===== src/rtl/seven_seg_capture_decoder.sv =====
// seven_seg_capture_decoder: samples a multiplexed seven-segment bus, debounces it,
// decodes each stable digit back to a character code and reports per-digit changes.
module seven_seg_capture_decoder #(
  parameter int w_digit       = 8,
  parameter int stable_cycles = 16
) (
  input  logic                              clk,
  input  logic                              rst_n,
  input  logic [7:0]                        abcdefgh_i,
  input  logic [w_digit-1:0]                digit_i,
  output logic [5*w_digit-1:0]              chars_o,
  output logic [w_digit-1:0]                dots_o,
  output logic                              upd_valid_o,
  input  logic                              upd_ready_i,
  output logic [$clog2(w_digit)-1:0]        upd_index_o,
  output logic [4:0]                        upd_char_o,
  output logic                              upd_dot_o,
  output logic                              upd_drop_o,
  output logic                              multi_err_o
);
  localparam int iw = $clog2(w_digit);
  localparam int cw = $clog2(stable_cycles + 1);

  logic [w_digit+7:0]       s_q, s_d, in_w;
  logic [cw-1:0]            cnt_q, cnt_d;
  logic [w_digit-1:0][4:0]  chars_q, chars_d;
  logic [w_digit-1:0]       dots_q, dots_d;
  logic                     valid_q, valid_d;
  logic [iw-1:0]            idx_q, idx_d, idx;
  logic [4:0]               char_q, char_d, dec;
  logic                     dot_q, dot_d, drop_q, drop_d, merr_q, merr_d;
  logic                     same, commit, onehot, wr, change, free, load;

  // segment pattern abcdefg back to character code; anything unrecognised is 0x1F
  always_comb begin
    dec = 5'h1F;
    case (abcdefgh_i[7:1])
      7'b1111110: dec = 5'h00;
      7'b0110000: dec = 5'h01;
      7'b1101101: dec = 5'h02;
      7'b1111001: dec = 5'h03;
      7'b0110011: dec = 5'h04;
      7'b1011011: dec = 5'h05;
      7'b1011111: dec = 5'h06;
      7'b1110000: dec = 5'h07;
      7'b1111111: dec = 5'h08;
      7'b1111011: dec = 5'h09;
      7'b1110111: dec = 5'h0A;
      7'b0011111: dec = 5'h0B;
      7'b1001110: dec = 5'h0C;
      7'b0111101: dec = 5'h0D;
      7'b1001111: dec = 5'h0E;
      7'b1000111: dec = 5'h0F;
      7'b1011110: dec = 5'h10;
      7'b1100111: dec = 5'h11;
      7'b0110111: dec = 5'h12;
      7'b0001110: dec = 5'h13;
      7'b0000000: dec = 5'h14;
      default:    dec = 5'h1F;
    endcase
  end

  // binary index of the selected digit and one-hot qualification
  always_comb begin
    idx = '0;
    for (int i = 0; i < w_digit; i++)
      if (digit_i[i]) idx = iw'(i);
    onehot = (digit_i != '0) && ((digit_i & (digit_i - w_digit'(1))) == '0);
  end

  // debounce, register-file write and single-slot event handshake
  always_comb begin
    in_w    = {digit_i, abcdefgh_i};
    same    = in_w == s_q;
    commit  = same && (cnt_q == cw'(stable_cycles - 1));
    s_d     = in_w;
    cnt_d   = !same ? '0 : (cnt_q == cw'(stable_cycles) ? cnt_q : cnt_q + cw'(1));
    wr      = commit && onehot;
    change  = wr && ({dec, abcdefgh_i[0]} != {chars_q[idx], dots_q[idx]});
    free    = !valid_q || upd_ready_i;
    load    = change && free;
    chars_d = chars_q;
    dots_d  = dots_q;
    if (wr) begin
      chars_d[idx] = dec;
      dots_d[idx]  = abcdefgh_i[0];
    end
    valid_d = load || (valid_q && !upd_ready_i);
    idx_d   = load ? idx : idx_q;
    char_d  = load ? dec : char_q;
    dot_d   = load ? abcdefgh_i[0] : dot_q;
    drop_d  = change && !free;
    merr_d  = commit && (digit_i != '0) && !onehot;
  end

  // state registers; blank slots reset to the space code
  always_ff @(posedge clk or negedge rst_n) begin
    if (!rst_n) begin
      s_q     <= '0;
      cnt_q   <= '0;
      chars_q <= {w_digit{5'h14}};
      dots_q  <= '0;
      valid_q <= 1'b0;
      idx_q   <= '0;
      char_q  <= '0;
      dot_q   <= 1'b0;
      drop_q  <= 1'b0;
      merr_q  <= 1'b0;
    end else begin
      s_q     <= s_d;
      cnt_q   <= cnt_d;
      chars_q <= chars_d;
      dots_q  <= dots_d;
      valid_q <= valid_d;
      idx_q   <= idx_d;
      char_q  <= char_d;
      dot_q   <= dot_d;
      drop_q  <= drop_d;
      merr_q  <= merr_d;
    end
  end

  assign chars_o     = chars_q;
  assign dots_o      = dots_q;
  assign upd_valid_o = valid_q;
  assign upd_index_o = idx_q;
  assign upd_char_o  = char_q;
  assign upd_dot_o   = dot_q;
  assign upd_drop_o  = drop_q;
  assign multi_err_o = merr_q;
endmodule


===== config.mk =====
export PLATFORM = sky130hd
export DESIGN_NAME = seven_seg_capture_decoder
export DESIGN_NICKNAME = d
export VERILOG_FILES = /design/src/rtl/seven_seg_capture_decoder.sv
export SDC_FILE = /design/constraint.sdc
export NUM_CORES = 1
export LEC_CHECK = 0
export ABC_AREA = 1
export BUFFER_PORTS_ARGS = -buffer_cell sky130_fd_sc_hd__buf_2
export CORE_AREA = 5 5 111 134
export CTS_CLUSTER_SIZE = 8
export DETAILED_ROUTE_END_ITERATION = 8
export DIE_AREA = 0 0 116 139
export PLACE_DENSITY = 0.58
export SLEW_MARGIN = 20
export SYNTH_ARGS = -nofsm -noshare
export SYNTH_HDL_FRONTEND = slang
export SYNTH_SLANG_ARGS = --single-unit

===== constraint.sdc =====
create_clock -name clk -period 1.8 [get_ports clk]
set_input_delay 0.54 -clock clk [delete_from_list [all_inputs] [get_ports clk]]
set_output_delay 0.54 -clock clk [all_outputs]
set_load 0.02 [all_outputs]

# Yosys cells after proc, flatten, opt, wreduce, memory -nomap -nowiden

Index checks and enable logic that the tools add are counted.

Memories kept: 0
Output and inout port bits: 60
Word-level logic and storage cells: 86
Input port bits: 19
Register bits: 81
Bits in latches: 0
RAM bits: 0
ROM bits: 0

Shift-type cells: 0
Bitwise gates (word level): 1
Add/subtract/negate cells: 2
Multipliers: 0
Order comparisons: 2
Mux-type cells: 20
Eq/ne operators: 25
Div/mod/pow operators: 0
Reduce and logical (&&, ||, !) cells: 19

Operators with widths:

| operator                                             | count |
|---|---|
| case mux 5 bit (21 select lines)                     | 1 |
| equality test 7 bit (second input constant)          | 14 |
| bitwise mux 40 bit                                   | 1 |
| equality test 7 x 6 -> 1 bit (second input constant) | 4 |
| 2-to-1 mux 5 bit                                     | 4 |
| 2-to-1 mux 3 bit                                     | 6 |
| equality test 16 bit                                 | 1 |
| binary-select mux 5 bit (select 3 bit)               | 1 |
| demux 5 bit (select 3 bit)                           | 1 |
| logical AND 1 bit                                    | 10 |
| AND 8 bit                                            | 1 |
| bitwise mux 8 bit                                    | 1 |
| zero test 8 bit                                      | 1 |
| nonzero test 8 bit                                   | 1 |
| subtractor 8 x 1 -> 8 bit (second input constant)    | 1 |
| equality test 7 x 4 -> 1 bit (second input constant) | 1 |
| equality test 7 x 5 -> 1 bit (second input constant) | 1 |
| zero test 7 bit                                      | 1 |
| inequality test 6 bit                                | 1 |
| adder 5 x 1 -> 5 bit (second input constant)         | 1 |
| equality test 5 x 4 -> 1 bit (second input constant) | 1 |
| equality test 5 bit (second input constant)          | 1 |
| zero test 1 bit                                      | 4 |
| < comparator 3 x 4 -> 1 bit (second input constant)  | 1 |
| other kinds (6)                                      | 9 |

# Longest topological paths before layout

Gate-level depths: netlist of the first run.

Depth in word-level cells: 13
Mapped depth: 19

# Worst setup path before layout of the first run

Ideal clock, no wire load.

Path kind: input-to-reg
From: in abcdefgh_i[6]
To: reg valid_q (netlist: upd_valid_o)
Library setup time: 130 ps
Stages on the path: 18
Data arrival time: 2074 ps
Setup slack: -404 ps
Cells stage by stage: buf_4 -> nand2_1 -> nor2_1 -> nand2_1 -> inv_2 -> nor2_4 -> nand2_4 -> nor2_8 -> nand2_4 -> nand2_4 -> inv_2 -> nand2_1 -> nand2_1 -> nor2_2 -> nand3_2 -> buf_6 -> nand2_1 -> nand2_1

Word-level cells in the longest chain between the ends: 6
Elaborated cells between the ends (all ways): 29
Classes of those cells: eq/ne: 22; mux: 1; reduce/logical: 6

RTL lines:

| element                                                                      | line   | text |
|---|---|---|
| from (decl)                                                                  | 9      | `input logic [7:0] abcdefgh_i,` |
| equality test 7 x 4 -> 1 bit (tied with other cells)                         | 37     | `case (abcdefgh_i[7:1])` |
| case mux 5 bit (21 select lines) / logical AND 1 bit (equally long branches) | 37, 75 |  |
| inequality test 6 bit / logical AND 1 bit (equally long branches)            | 79, 78 |  |
| logical AND 1 bit (*)                                                        | 79     | `change = wr && ({dec, abcdefgh_i[0]} != {chars_q[idx], dots_q[idx]});` |
| logical AND 1 bit (*)                                                        | 81     | `load = change && free;` |
| logical OR 1 bit (*)                                                         | 88     | `valid_d = load \|\| (valid_q && !upd_ready_i);` |
| named net valid_d                                                            | 28     | `logic valid_q, valid_d;` |
| to (signal assigned)                                                         | 114    | `valid_q <= valid_d;` |
| to (decl)                                                                    | 28     |  |

The timed path passes the listed nets; every way through them passes the cells marked *.
A chain may end at the register's enable or synchronous reset.

# Worst setup path in the final report of the first run

From: in digit_i[2]
To: reg char_q[1] (netlist: upd_char_o[1])

Word-level cells in the longest chain between the ends: 11
Elaborated cells between the ends (all ways): 21
Classes of those cells: add/sub: 1; eq/ne: 2; mux: 10; bitwise: 1; reduce/logical: 7

RTL lines:

| element                                                                                                 | line | text |
|---|---|---|
| from (decl)                                                                                             | 10   | `input logic [w_digit-1:0] digit_i,` |
| 2-to-1 mux 3 bit (6 in a row)                                                                           | 67   | `if (digit_i[i]) idx = iw'(i);` |
| binary-select mux 1 bit (select 3 bit) / binary-select mux 5 bit (select 3 bit) (equally long branches) | 79   |  |
| 2-to-1 mux 1 bit (not written as such) / 2-to-1 mux 5 bit (equally long branches)                       | 79   |  |
| inequality test 6 bit                                                                                   | 79   |  |
| logical AND 1 bit (*)                                                                                   | 79   |  |
| logical AND 1 bit (*)                                                                                   | 81   |  |
| to (signal assigned)                                                                                    | 116  | `char_q <= char_d;` |
| to (decl)                                                                                               | 30   | `logic [4:0] char_q, char_d, dec;` |

Every way passes the cells marked *; elsewhere a longest branch is shown, timed or not. The select of a mux whose other input is x is not followed.

==> results of run 1 <==
==> layer usage <==
metal | share of wire | routed length, um
met1 | 0.40 | 5990
met2 | 0.52 | 7850
met3 | 0.049 | 736
met4 | 0.033 | 504
met5 | 0 | 0
==> cell type report <==
cell class | instances | share of cell area
clock buffers | 12 | 0.0341
clock inverters | 4 | 0.00726
inverters | 83 | 0.0476
multi-input cells | 434 | 0.392
flip-flops and latches | 81 | 0.283
well taps | 171 | 0.0296
repair buffers | 181 | 0.205
repair inverters | 1 | 0.00225
==> cell usage after synthesis (2+ instances only) <==
cell type    n
dfstp_2     16
a21oi_2      3
nand3_1     26
o21ai_0     16
buf_4        4
nand2_4      4
dfrtp_1     65
buf_6        2
nor3_1       6
nand3_2      7
nor2_1      59
inv_1       71
o21ai_1     38
inv_2       11
nor2_2      11
mux2i_1      5
xor2_1      15
buf_2       10
nand2_2      7
a21oi_1      6
nand4_1     23
nor4_1       4
nand2_1    179
nand3b_1     7
ha_1         3
==> cells in the final DEF (no fill, tap or decap), types with 7 or more instances in the layout <==
master / n
buf_12: 11
buf_2: 63
buf_4: 82
buf_6: 19
clkbuf_16: 9
dfrtp_1: 65
dfstp_2: 16
inv_1: 59
inv_2: 17
nand2_1: 116
nand2_2: 56
nand2_4: 13
nand3_1: 21
nand3_4: 11
nand3b_1: 7
nand4_1: 23
nor2_1: 34
nor2_2: 17
nor2_4: 20
o21ai_1: 33
o21ai_2: 19
xor2_1: 15
==> timing repair <==
action | CTS | global route
endpoints found under the setup margin | 59 | 59
resized for setup | 135 | 97
pin swaps | 62 | 38
gates cloned | 8 | 1
endpoints found under the hold margin | 0 | 0
buffers inserted | 13 | 7
==> metrics by stage <==
| step | TNS, ns | hold WS [ns] | total power (uW) | setup WS [ns] | utilization |
|---|---|---|---|---|---|
| 6_report | -8.10 | 0.116 | 4380 | -0.196 | 0.535 |
| 5_1_grt | -12.56 | 0.137 | 4540 | -0.275 | 0.535 |
| 4_1_cts | -6.13 | 0.112 | 4360 | -0.141 | 0.506 |
| 3_5_place_dp | -37.79 | 0.465 | 2400 | -0.714 | 0.433 |
| 3_3_place_gp | -37.17 | 0.463 | 2390 | -0.698 | 0.433 |
| 2_1_floorplan | -17.32 | 0.244 | 2140 | -0.369 | - |
==> worst max-delay path, cell delays in order <==
cell	delay [ns]
buf_8	0.09
clkinv_4	0.05
nand2_2	0.05
nand2_2	0.06
nand2_4	0.10
nand2_8	0.10
buf_12	0.15
nand4_1	0.10
nand2_1	0.08
nor2_2	0.14
nand3_1	0.09
nand2_1	0.08
inv_1	0.05
nor2_2	0.14
nand3_4	0.13
buf_6	0.15
nand4_1	0.06
nand2_1	0.05
==> path summary, 6_finish.rpt <==
path	start	slack, ns	endpoint
setup / recovery	digit_i[2]	-0.20	upd_char_o[1]$_DFFE_PN0P_
hold / removal	rst_n	0.12	s_q[3]$_DFF_PN0_
setup reg to reg	s_q[12]$_DFF_PN0_	-0.15	upd_char_o[0]$_DFFE_PN0P_
hold reg to reg	upd_index_o[0]$_DFFE_PN0P_	0.47	upd_index_o[0]$_DFFE_PN0P_
max in group asynchronous	rst_n	1.09	chars_o[19]$_DFFE_PN1P_
min in group clk	digit_i[1]	0.31	s_q[9]$_DFF_PN0_
==> power breakdown <==
part / switching [uW] / total [uW] / leakage (uW) / internal (uW)
sequential: 8.63 / 1850 / 0.00100 / 1840
combinational: 398 / 682 / 0.00237 / 284
clock: 728 / 1850 / 0.000147 / 1120
total: 1130 / 4380 / 0.00352 / 3240
==> registers in the layout, summed over array words and instances (netlist names) <==
name	count
upd_index_o	3
cnt_q	5
dots_o	8
upd_valid_o	1
upd_char_o	5
upd_drop_o	1
s_q	16
upd_dot_o	1
chars_o	40
multi_err_o	1
==> cell families after synthesis <==
group           after synthesis
xor+xnor                     15
flops                        81
simple gates                337
buf+inv                     101
compound gates               67
mux                           6
fa+ha+maj                     3
==> metrics list, run 1 <==
- Run status: finished with violations
- The checks that failed: negative setup slack.
* Maximum vdd ir drop: about 0.40 mV
* Complex-gate fraction of the synthesized area: 0.0774
- Synthesized net count: ~630
- Crit path capture type: register
- Yosys attributes the largest share of cell area to dfrtp_1 35%, nand2_1 15%, dfstp_2 9.1%.
- Element type at the critical path start: primary input
- XOR/XNOR Fraction of Synth Area: 0.0285
* Combinational family with the most area after synthesis: simple AND/OR/NAND/NOR gates
- The initial utilization of the core area, before any placement, comes to 0.340.
* TritonRoute pass-1 iters: 5
* Port-buffer cells: just under 80
- The number of cells on the worst reg-to-reg path is 11.
- The most used flip-flop cell after synthesis is dfrtp_1.
- DR vias/cell: 4.95
- The via count of the first global-routing pass came to between 4,000 and 5,000.
- Max-cap viol count: 0
- For this design the static power due to leakage is between 0.003 and 0.004 uW.
- The first global-routing pass estimated between 20,000 and 25,000 um of wire.
- The routed design has roughly 15,000 um of wire.
- Wirelength per Cell: 15.6 um
- Number of nets with antenna violations after routing: 0
- In the final layout, flip-flops and latches occupy 2050 um2.
- The number of failing hold endpoints at the final stage was 0.
* Number of pins with negative max-slew slack in the final report: 0
- a little under 80 I/O pins were placed.
- Top cell type's share of synthesized area: 0.353
* M1 GR Usage: 0.225
* Proportion of synthesized area in mux cells: 0.0133
- Sequential share of the synthesized area: 0.445
- In the global route stage, met3 resource usage came out at 0.0397.
* CTS sink count: a little over 80
- The mapped netlist covers 4600 um2.
- Area share of and/or/nand/nor cells after synthesis: 0.336
- Number of nets in the final layout: 813
* Final cell area excluding filler cells: ~7200 um2
- Post-synthesis async set-or-reset flop share: 1.00
* Final period demand of the worst path: about 2 ns
- Worst-path fanout max: 6
* Syn avg cell area: ~7.5 um2
* Placed Instance Area: ~6000 um2
- Number of antenna violations at the first check in global routing: 0
- Clock-pin slew reported for the worst setup and hold paths after clock tree synthesis: approximately 0.06 ns
* CTS root buf: clkbuf_16
- Setup violations remaining at the end of the flow were counted as between 50 and 60.
* Remaining DRCs: 0
* Number of antenna repair diodes: 0
* Seq cells post-synth: slightly above 80
- CTS tree: built
- Summed over all layers, the global routing overflow is 0.
* Setup repair after global routing missed its margin: true
- Layout cells sized above 1: 0.494
- Once layout is complete, the cells apart from fillers number slightly below 1,000.
* Weighted congestion at the end of routability-driven global placement: approximately 0.93
* Multi-input combinational cell area: around 2800 um2
- Area growth syn-to-layout: 57.1%
* Post-placement cell count: 922
* Number of buffers inserted for hold repair after clock tree synthesis: 0
* Clock skew: approximately 0.011 ns
- Post-route fraction of the period consumed by the critical path: 1.11
* Share of synthesized cell area in full adder, half adder and majority cells: 0.00815
- During synthesis, Yosys emitted a total of 0 warnings.
- Crit Path Category: in -> reg
- Based on the critical path, the design can be clocked at up to 0.501 GHz.
* Class of the worst hold path: in -> async
- Most utilized layer in the global route result: met2
* CTS HTree Levels: 3
* Actual transition at the worst max-transition pin: between 0.4 and 0.5 ns
* Total number of vias: roughly 4,800
- Counting flops with a built-in enable in the synthesized netlist gives 0.
* Vertical die dimension: approximately 140 um
- The synthesized design spends more area on one cell type than any other, namely dfrtp_1.
- Number of buffers inserted during clock tree synthesis: 9
- The layout has 1,259 filler cells.
* Post-synthesis cell count: between 600 and 700
- Crit path required time: a little over 2 ns
- After layout, the worst setup slack is -0.196 ns.
* Total routing usage reported by global routing: 0.190
* Width of the die: between 100 and 150 um
- The core region is between 10,000 and 15,000 um2.
- Worst-case headroom to the max-slew limit: 0.687
* Unique cell type count in the Yosys netlist: 37
- Largest net degree at the start of global routing: 33
- In this run the core area contains 47 standard-cell rows.
- Dividing total power by cell area gives a power density of a little over 600 nW/um2.
* Largest buffer count on any clock path: 2
* Initial detailed-routing violation count: around 290
- The floorplan step defined a die boundary enclosing roughly 16,000 um2.
- In the global route stage, met2 resource usage came out at 0.329.
- Arrival time of data at the critical path endpoint: between 2 and 2.5 ns
- At the later pin of the worst-skew pair, clock insertion delay measures between 0.3 and 0.4 ns.
* Placed wire-length estimate: roughly 11,000 um
No activity file was read; power rests on OpenSTA's default activity.
==> run 2, diff against run 1 <==
PLACE_DENSITY = not set   (was 0.58)
==> run 2 against run 1 <==
The flow still finishes with violations (negative setup slack); non-clock buffer count decreased by 1; critical path depth increased by 1; wire length decreased by 0.30%; final area decreased by 1.9%; count of clock-buffer cells in the layout unchanged; first-iteration DRC count increased by 3.1%; die area unchanged; clock skew decreased by 0.0034 ns; sequential power about the same; clock power increased by 7%; register-to-register slack got worse by 0.13 ns; largest power group is now the clock network.
==> metrics list, run 2 (synthesis results as in run 1) <==
- The final number of max-transition violations is 0.
- Critical path's top delay family: simple AND/OR/NAND/NOR gates
* Placed wire-length estimate: roughly 11,000 um
* Crit path required time: approximately 2.0 ns
- Initial detailed-routing violation count: approximately 300
* Number of antenna repair diodes: 0
- The via count of the first global-routing pass came to between 4,000 and 5,000.
* Critical-path top delay cell: buf_16
* CTS sink count: 81
* Area growth syn-to-layout: 54.1%
- Violated checks: negative setup slack
- DRT Wirelength: between 15,000 and 20,000 um
* Crit Path Category: in -> reg
* TritonRoute pass-1 iters: 5
* CTS tree: built
- Count of pins on the block boundary: 79
- In this run the standard cell core region covers roughly 14,000 um2.
- Sequential share of power: 0.411
* Power density over the cells: 634 nW/um2
* Weighted congestion at the end of routability-driven global placement: 0.926
- The critical path contains buffers and inverters numbering 4 combined.
- Clock skew: about 0.007 ns
- Setup repair after global routing could not meet its margin everywhere.
- Worst-case setup margin in the final layout: -0.290 ns
- For the pin with the worst max-slew slack, the measured transition is a little under 0.4 ns.
- Setup violations remaining at the end of the flow were counted as approximately 60.
- Area of the die: about 16,000 um2
- Switching part of the total power: 0.249
* Combinational cell fraction of total power: 0.149
- The routed layout has 4,801 vias.
- Class of the worst hold path: in -> async
- Element type at the critical path start: primary input
- The register with the most flip-flops in the layout has 40 of them.
- The worst-case IR drop observed on VDD is about 0.32 mV.
- Post-route fraction of the period consumed by the critical path: 1.16
- Cell-internal power: 3380 uW
* Fmax: approximately 0.48 GHz
- Most used cell, CP: nand2_1
* Delay contributed by the slowest stage of the critical path: around 0.18 ns
- Number of nets in the final layout: 812
* Place WS: -0.758 ns
- Share of the core filled with cells in the final layout: 0.525
- Of the cells placed in the final design, the portion with a size suffix greater than 1 is 0.452.
* Number of buffers inserted during clock tree synthesis: 9
- Final period demand of the worst path: ~2.1 ns
- Port-buffer cells: 78
- CTS built an H-tree with a depth of 3.
- STA classifies the critical path endpoint as a register.
- Commonest non-fill, non-tap cell in the layout: nand2_1
- Row count: between 40 and 50
- Vertical die dimension: around 140 um
* Arrival time of data at the critical path endpoint: between 2 and 2.5 ns
- Worst-path fanout max: 5
- Largest buffer count on any clock path: 2
- The number of failing hold endpoints at the final stage is 0.
- Critical Path, Cell by Cell: buf_8 > inv_2 > nand2_2 > nand2_2 > nand2_4 > nand2_8 > buf_6 > nor2_4 > nand2_2 > nand2_1 > nor2_1 > nor2b_1 > nand2_1 > nand2_1 > nor2_2 > nand3_4 > buf_16 > nand4_1 > nand2_1
- With fillers left out, the area of the finished cells amounts to about 7100 um2.
- Total power: between 4000 and 5000 uW
- Switch Pwr: 1120 uW
- Total routing usage reported by global routing: 0.188
* DR vias/cell: 4.97
- Of the total power, the clock network draws 0.440.
- Placed Instance Area: between 5000 and 6000 um2
- For this configuration, the core starts out at a cell density of 0.340.
- Leaving out fill and tap cells, the most frequent cells in the layout are 147 x nand2_1, 83 x buf_4, 65 x dfrtp_1, 63 x buf_2, 60 x inv_1.
- Width of the die: ~120 um
* Number of antenna violations at the first check in global routing: 0
* Worst-case headroom to the max-slew limit: 0.735
- Insertion delay to the later sink of the worst-skew pair: around 0.34 ns
* Leakage Power: 0.00353 uW
- Aggregate global routing overflow: 0
- Number of nets with antenna violations after routing: 0
- Filler cell count: approximately 1,300
- CTS root buf: clkbuf_16
* Setup TNS: -12.42 ns
* Wirelength per Cell: 15.6 um
* Max-cap viol count: 0
- The first global-routing pass estimated roughly 24,000 um of wire.
- Run status: finished with violations
- After clock tree synthesis, the flow added hold-fix buffers numbering 0.
- Largest net degree at the start of global routing: 36
- Clock-pin slew reported for the worst setup and hold paths after clock tree synthesis: approximately 0.060 ns
- After detailed routing, the number of remaining DRC violations is 0.
==> run 2: cell count changes in the layout (fill, tap and decap cells not counted), sizes merged <==
cell and delta:
nand2 -1, clkinvlp +1, nor2 +1, bufinv +1, clkinv -2, clkbuf +1
buf -2
==> run 2: timing repair <==
action / CTS / global route
setup buffers: 12 / 11
setup endpoints to repair: 59 / 59
pin swaps: 38 / 41
cloned: 8 / 2
resized for setup: 127 / 57
==> run 2: metal layers <==
layer / global-route usage / part of all wire / vias up
met2: 0.319 / 0.51 / 119
li1: - / - / 2317
met5: 0 / 0 / -
met3: 0.0367 / 0.044 / 38
met1: 0.229 / 0.41 / 2327
met4: 0.0794 / 0.035 / 0
==> run 2: metrics by stage <==
stage | hold slack (ns) | instances
final | 0.0795 | 966
after global routing | 0.0925 | 966
after CTS | 0.0814 | 954
after floorplan | 0.244 | 610
after global placement | 0.439 | 918
after detailed placement | 0.447 | 918
==> run 2: worst paths after layout <==
path / start / to / slack [ns] / cells past startpoint
worst max-delay path: digit_i[2] / upd_char_o[1]$_DFFE_PN0P_ / -0.29 / 19
worst min-delay path: rst_n / s_q[2]$_DFF_PN0_ / 0.08 / 1
worst max register to register: s_q[4]$_DFF_PN0_ / chars_o[19]$_DFFE_PN1P_ / -0.28 / 9
worst min register to register: upd_char_o[4]$_DFFE_PN0P_ / upd_char_o[4]$_DFFE_PN0P_ / 0.47 / 2
max in group asynchronous: rst_n / chars_o[19]$_DFFE_PN1P_ / 1.17 / 2
min in group clk: digit_i[3] / s_q[11]$_DFF_PN0_ / 0.33 / 1
==> run 2: final cells by class <==
cell class / count / area (um2) / area share
Multi-Input combinational cell: 434 / 2680 / 0.378
Timing Repair Buffer: 180 / 1480 / 0.208
Sequential cell: 81 / 2050 / 0.288
Inverter: 83 / 339 / 0.0478
Clock buffer: 12 / 246 / 0.0347
Timing Repair inverter: 1 / 16.3 / 0.00229
Tap cell: 171 / 214 / 0.0301
Clock inverter: 4 / 76.3 / 0.0108
==> run 2: worst reg2reg max path, stage by stage, from the launching register on <==
cell and delay (ns):
dfrtp_1 0.39, xor2_1 0.16, nor4_1 0.32, nand4_1 0.21, nor2_2 0.22, nand2_4 0.17, clkinv_8 0.15, buf_12 0.11
nand3_4 0.11, o21ai_2 0.17
==> run 2: power by group through the flow <==
stage	Sequential, uW	Clock [uW]	Combinational [uW]
6_report	1850	1980	669
5_1_grt	1850	2090	725
3_3_place_gp	1880	0	506
2_1_floorplan	1880	0	264
4_1_cts	1850	2020	616
3_5_place_dp	1880	0	508
==> run 3, diff against run 2 <==
CAP_MARGIN = 25   (was not set)
CTS_BUF_LIST = sky130_fd_sc_hd__clkbuf_4   (was not set)
==> run 3 against run 2 <==
The run still ends with negative setup slack left; power shrank 17%; fmax grew 4.3%; cell count shrank 0.72%; clock power shrank 38%; wire length shrank 2.4%; core utilization shrank 2.2 points; largest cell class unchanged; largest power group is now sequential cells.
==> metrics list, run 3 (synthesis results as in run 1) <==
* Actual transition at the worst max-transition pin: 0.398 ns
- The register with the most flip-flops in the layout has 40 of them.
- Vertical die dimension: around 140 um
- The tree built by TritonCTS fans out to 81 sinks.
- Weighted congestion at the end of routability-driven global placement: between 0.9 and 1
- In this run the register-to-register setup slack is -0.20 ns.
* Startpoint of the worst-slack reg-to-reg timing path: s_q[0]$_DFF_PN0_
* Placeable core region: roughly 14,000 um2
- The library cells used most frequently in the layout, excluding fill and tap cells, are 146 x nand2_1, 80 x buf_4, 65 x dfrtp_1, 62 x inv_1, 60 x buf_2.
- Initial core utilization: 0.340
* Combinational cell fraction of total power: 0.172
- Initial detailed-routing violation count: 270
- In this design, the stage delay of the slowest critical-path cell is around 0.41 ns.
- CTS HTree Levels: 3
* Critical path's top delay family: simple AND/OR/NAND/NOR gates
* Max-cap viol count: 0
- The number of failing hold endpoints at the final stage is 0.
- Across the VDD grid, the largest voltage drop is roughly 0.26 mV.
- Sequential share of power: 0.497
* DR vias/cell: between 4 and 5
- Largest net degree at the start of global routing: 36
* Critical Path, Cell by Cell: xor2_1 > nor4_1 > nand4_1 > nor2_2 > nand2_4 > buf_12 > nor2_4 > o21ai_1
- Clock skew: about 0.023 ns
* TritonRoute pass-1 iters: 4
- Number of buffers inserted during clock tree synthesis: 9
- The total overflow left after global routing is 0.
* Row count: 47
- At the worst endpoint, the arrival time is about 2.3 ns.
- In the global route stage, overall resource usage came out at 0.183.
- By startpoint and endpoint, the worst setup path is classified as reg -> reg.
- The final route contains 4,729 vias.
- The min-delay analysis places its worst path in the category in -> reg.
* Worst-case reg-to-reg path depth: 8
* Remaining DRCs: 0
- Largest buffer count on any clock path: 2
- The floorplan step defined a die boundary enclosing ~16,000 um2.
- Setup violations remaining at the end of the flow were counted as slightly below 60.
* Layout cells sized above 1: 0.432
- Crit path capture type: register
* Switch Pwr: 1020 uW
- Clock network fraction of design power: 0.331
- Cell-internal power: about 2700 uW
- STA classifies the critical path startpoint as a register.
- Total number of cells along the worst setup path: 8
* Port-buffer cells: roughly 80
- Hold_ws: roughly 0.22 ns
- The die is 116 um wide.
- Wirelength per Cell: between 15 and 20 um
- Capturing point of the worst reg2reg path: chars_o[20]$_DFFE_PN0P_
- Run status: finished with violations
* CTS tree: built
- Setup TNS: -10.36 ns
* Post-route fraction of the period consumed by the critical path: 1.11
- Crit path required time: 2.13 ns
- Wire length of the first global-routing pass: roughly 24,000 um
- Subtracting the final worst setup slack from the clock period gives 2.00 ns.
- Placed wire-length estimate: between 10,000 and 15,000 um
- The via count of the first global-routing pass is roughly 4,800.
- Setup repair after global routing missed its margin: true
- Count of pins on the block boundary: slightly below 80
- For this run, the post-layout net count is approximately 800.
* Critical path capture point: chars_o[20]$_DFFE_PN0P_
- In this run the clock root is driven by a clkbuf_4.
- The finished layout holds ~960 standard cells, fillers aside.
* Switching part of the total power: 0.274
- The most critical setup path has its startpoint at s_q[0]$_DFF_PN0_.
* Filler cell count: ~1,300
* Critical-path top delay cell: dfrtp_1
* Total power: around 3700 uW
* Worst-case setup margin in the final layout: -0.205 ns
- The number of antenna violations at the first check in global routing is 1.
- Buffers plus inverters on the worst setup path: 1
* Post-placement cell count: around 920
- Leakage Power: roughly 0.0034 uW
- The worst pin sits at a relative slew slack of 0.735.
- In this run the remaining antenna-violating nets after routing total 0.
- Insertion delay to the later sink of the worst-skew pair: roughly 0.45 ns
* Number of pins with negative max-slew slack in the final report: 0
* Area growth syn-to-layout: 47.6%
* Worst-path fanout max: 6
* DRT Wirelength: around 15,000 um
- Place WS: -0.758 ns
- Leaving out fill and tap cells, the most frequent cell in the layout is nand2_1.
* Power density over the cells: 547 nW/um2
- Clock-pin slew reported for the worst setup and hold paths after clock tree synthesis: around 0.13 ns
- Fmax: between 0.4 and 0.5 GHz
- The checks that failed: negative setup slack.
-- run 3: changes by cell type in the layout (fill, tap and decap cells not counted), moves of 3 or more --
cell / before / now
clkbuf_16: 10 / 1
buf_8: 8 / 4
buf_6: 14 / 18
nor2_1: 35 / 38
o21ai_2: 20 / 14
buf_2: 63 / 60
buf_4: 83 / 80
clkbuf_4: 0 / 11
o21ai_0: 2 / 6
buf_12: 9 / 6
-- run 3: layout make-up --
class                           count  area (um2)  share of cell area
Clock buffer                       11        82.6              0.0121
Multi-Input combinational cell    434        2650               0.390
Antenna cell                        1        2.50            0.000368
Timing Repair Buffer              172        1370               0.202
Clock inverter                      5        80.1              0.0118
Sequential cell                    81        2050               0.301
Inverter                           83         337              0.0495
Timing Repair inverter              1        8.76             0.00129
Tap cell                          171         214              0.0315
-- run 3: worst min-delay path by stage --
stage	start	end	slack, ns	depth (start not counted)
after floorplan	rst_n	chars_o[0]$_DFFE_PN0P_	0.24	0
after global placement	rst_n	s_q[2]$_DFF_PN0_	0.44	1
after detailed placement	rst_n	s_q[2]$_DFF_PN0_	0.45	1
after CTS	digit_i[3]	s_q[11]$_DFF_PN0_	0.20	1
after global routing	digit_i[3]	s_q[11]$_DFF_PN0_	0.18	1
final	digit_i[3]	s_q[11]$_DFF_PN0_	0.22	1
-- run 3: per-stage QoR --
stage               utilization  cell area [um2]
floorplan                     -             4780
global placement          0.430             5820
detailed placement        0.430             5820
CTS                       0.478             6460
global route              0.503             6800
finish                    0.503             6800
-- run 3: timing repair --
| action | 4_1_cts | 5_1_grt |
|---|---|---|
| setup endpoints to repair | 62 | 61 |
| hold endpoints to repair | 17 | 0 |
| pin swaps | 21 | 10 |
| gates resized for setup | 92 | 69 |
| hold buffers | 1 | 0 |
| cloned | 7 | 3 |
| setup buffers | 7 | 7 |
-- run 3: metal layers --
layer  track usage  part of all wire  vias to the layer above  wire, um
li1              -                 -                     2306         -
met2         0.307              0.51                      144      7410
met1         0.224              0.41                     2244      6040
met5             0                 0                        -         0
met4        0.0849             0.033                        0       481
met3        0.0336             0.050                       35       737
-- run 3: power by group through the flow --
| stage | clock [uW] | combinational (uW) | sequential [uW] |
|---|---|---|---|
| floorplan | 0 | 264 | 1880 |
| global placement | 0 | 506 | 1880 |
| detailed placement | 0 | 508 | 1880 |
| CTS | 1260 | 591 | 1850 |
| global route | 1330 | 696 | 1850 |
| finish | 1230 | 639 | 1850 |
-- run 3: worst register-to-register path, cell delays in order (launching register included) --
cell     delay (ns)
dfrtp_1        0.41
xor2_1         0.17
nor4_1         0.31
nand4_1        0.22
nor2_2         0.20
nand2_4        0.16
buf_12         0.17
nor2_4         0.17
o21ai_1        0.08
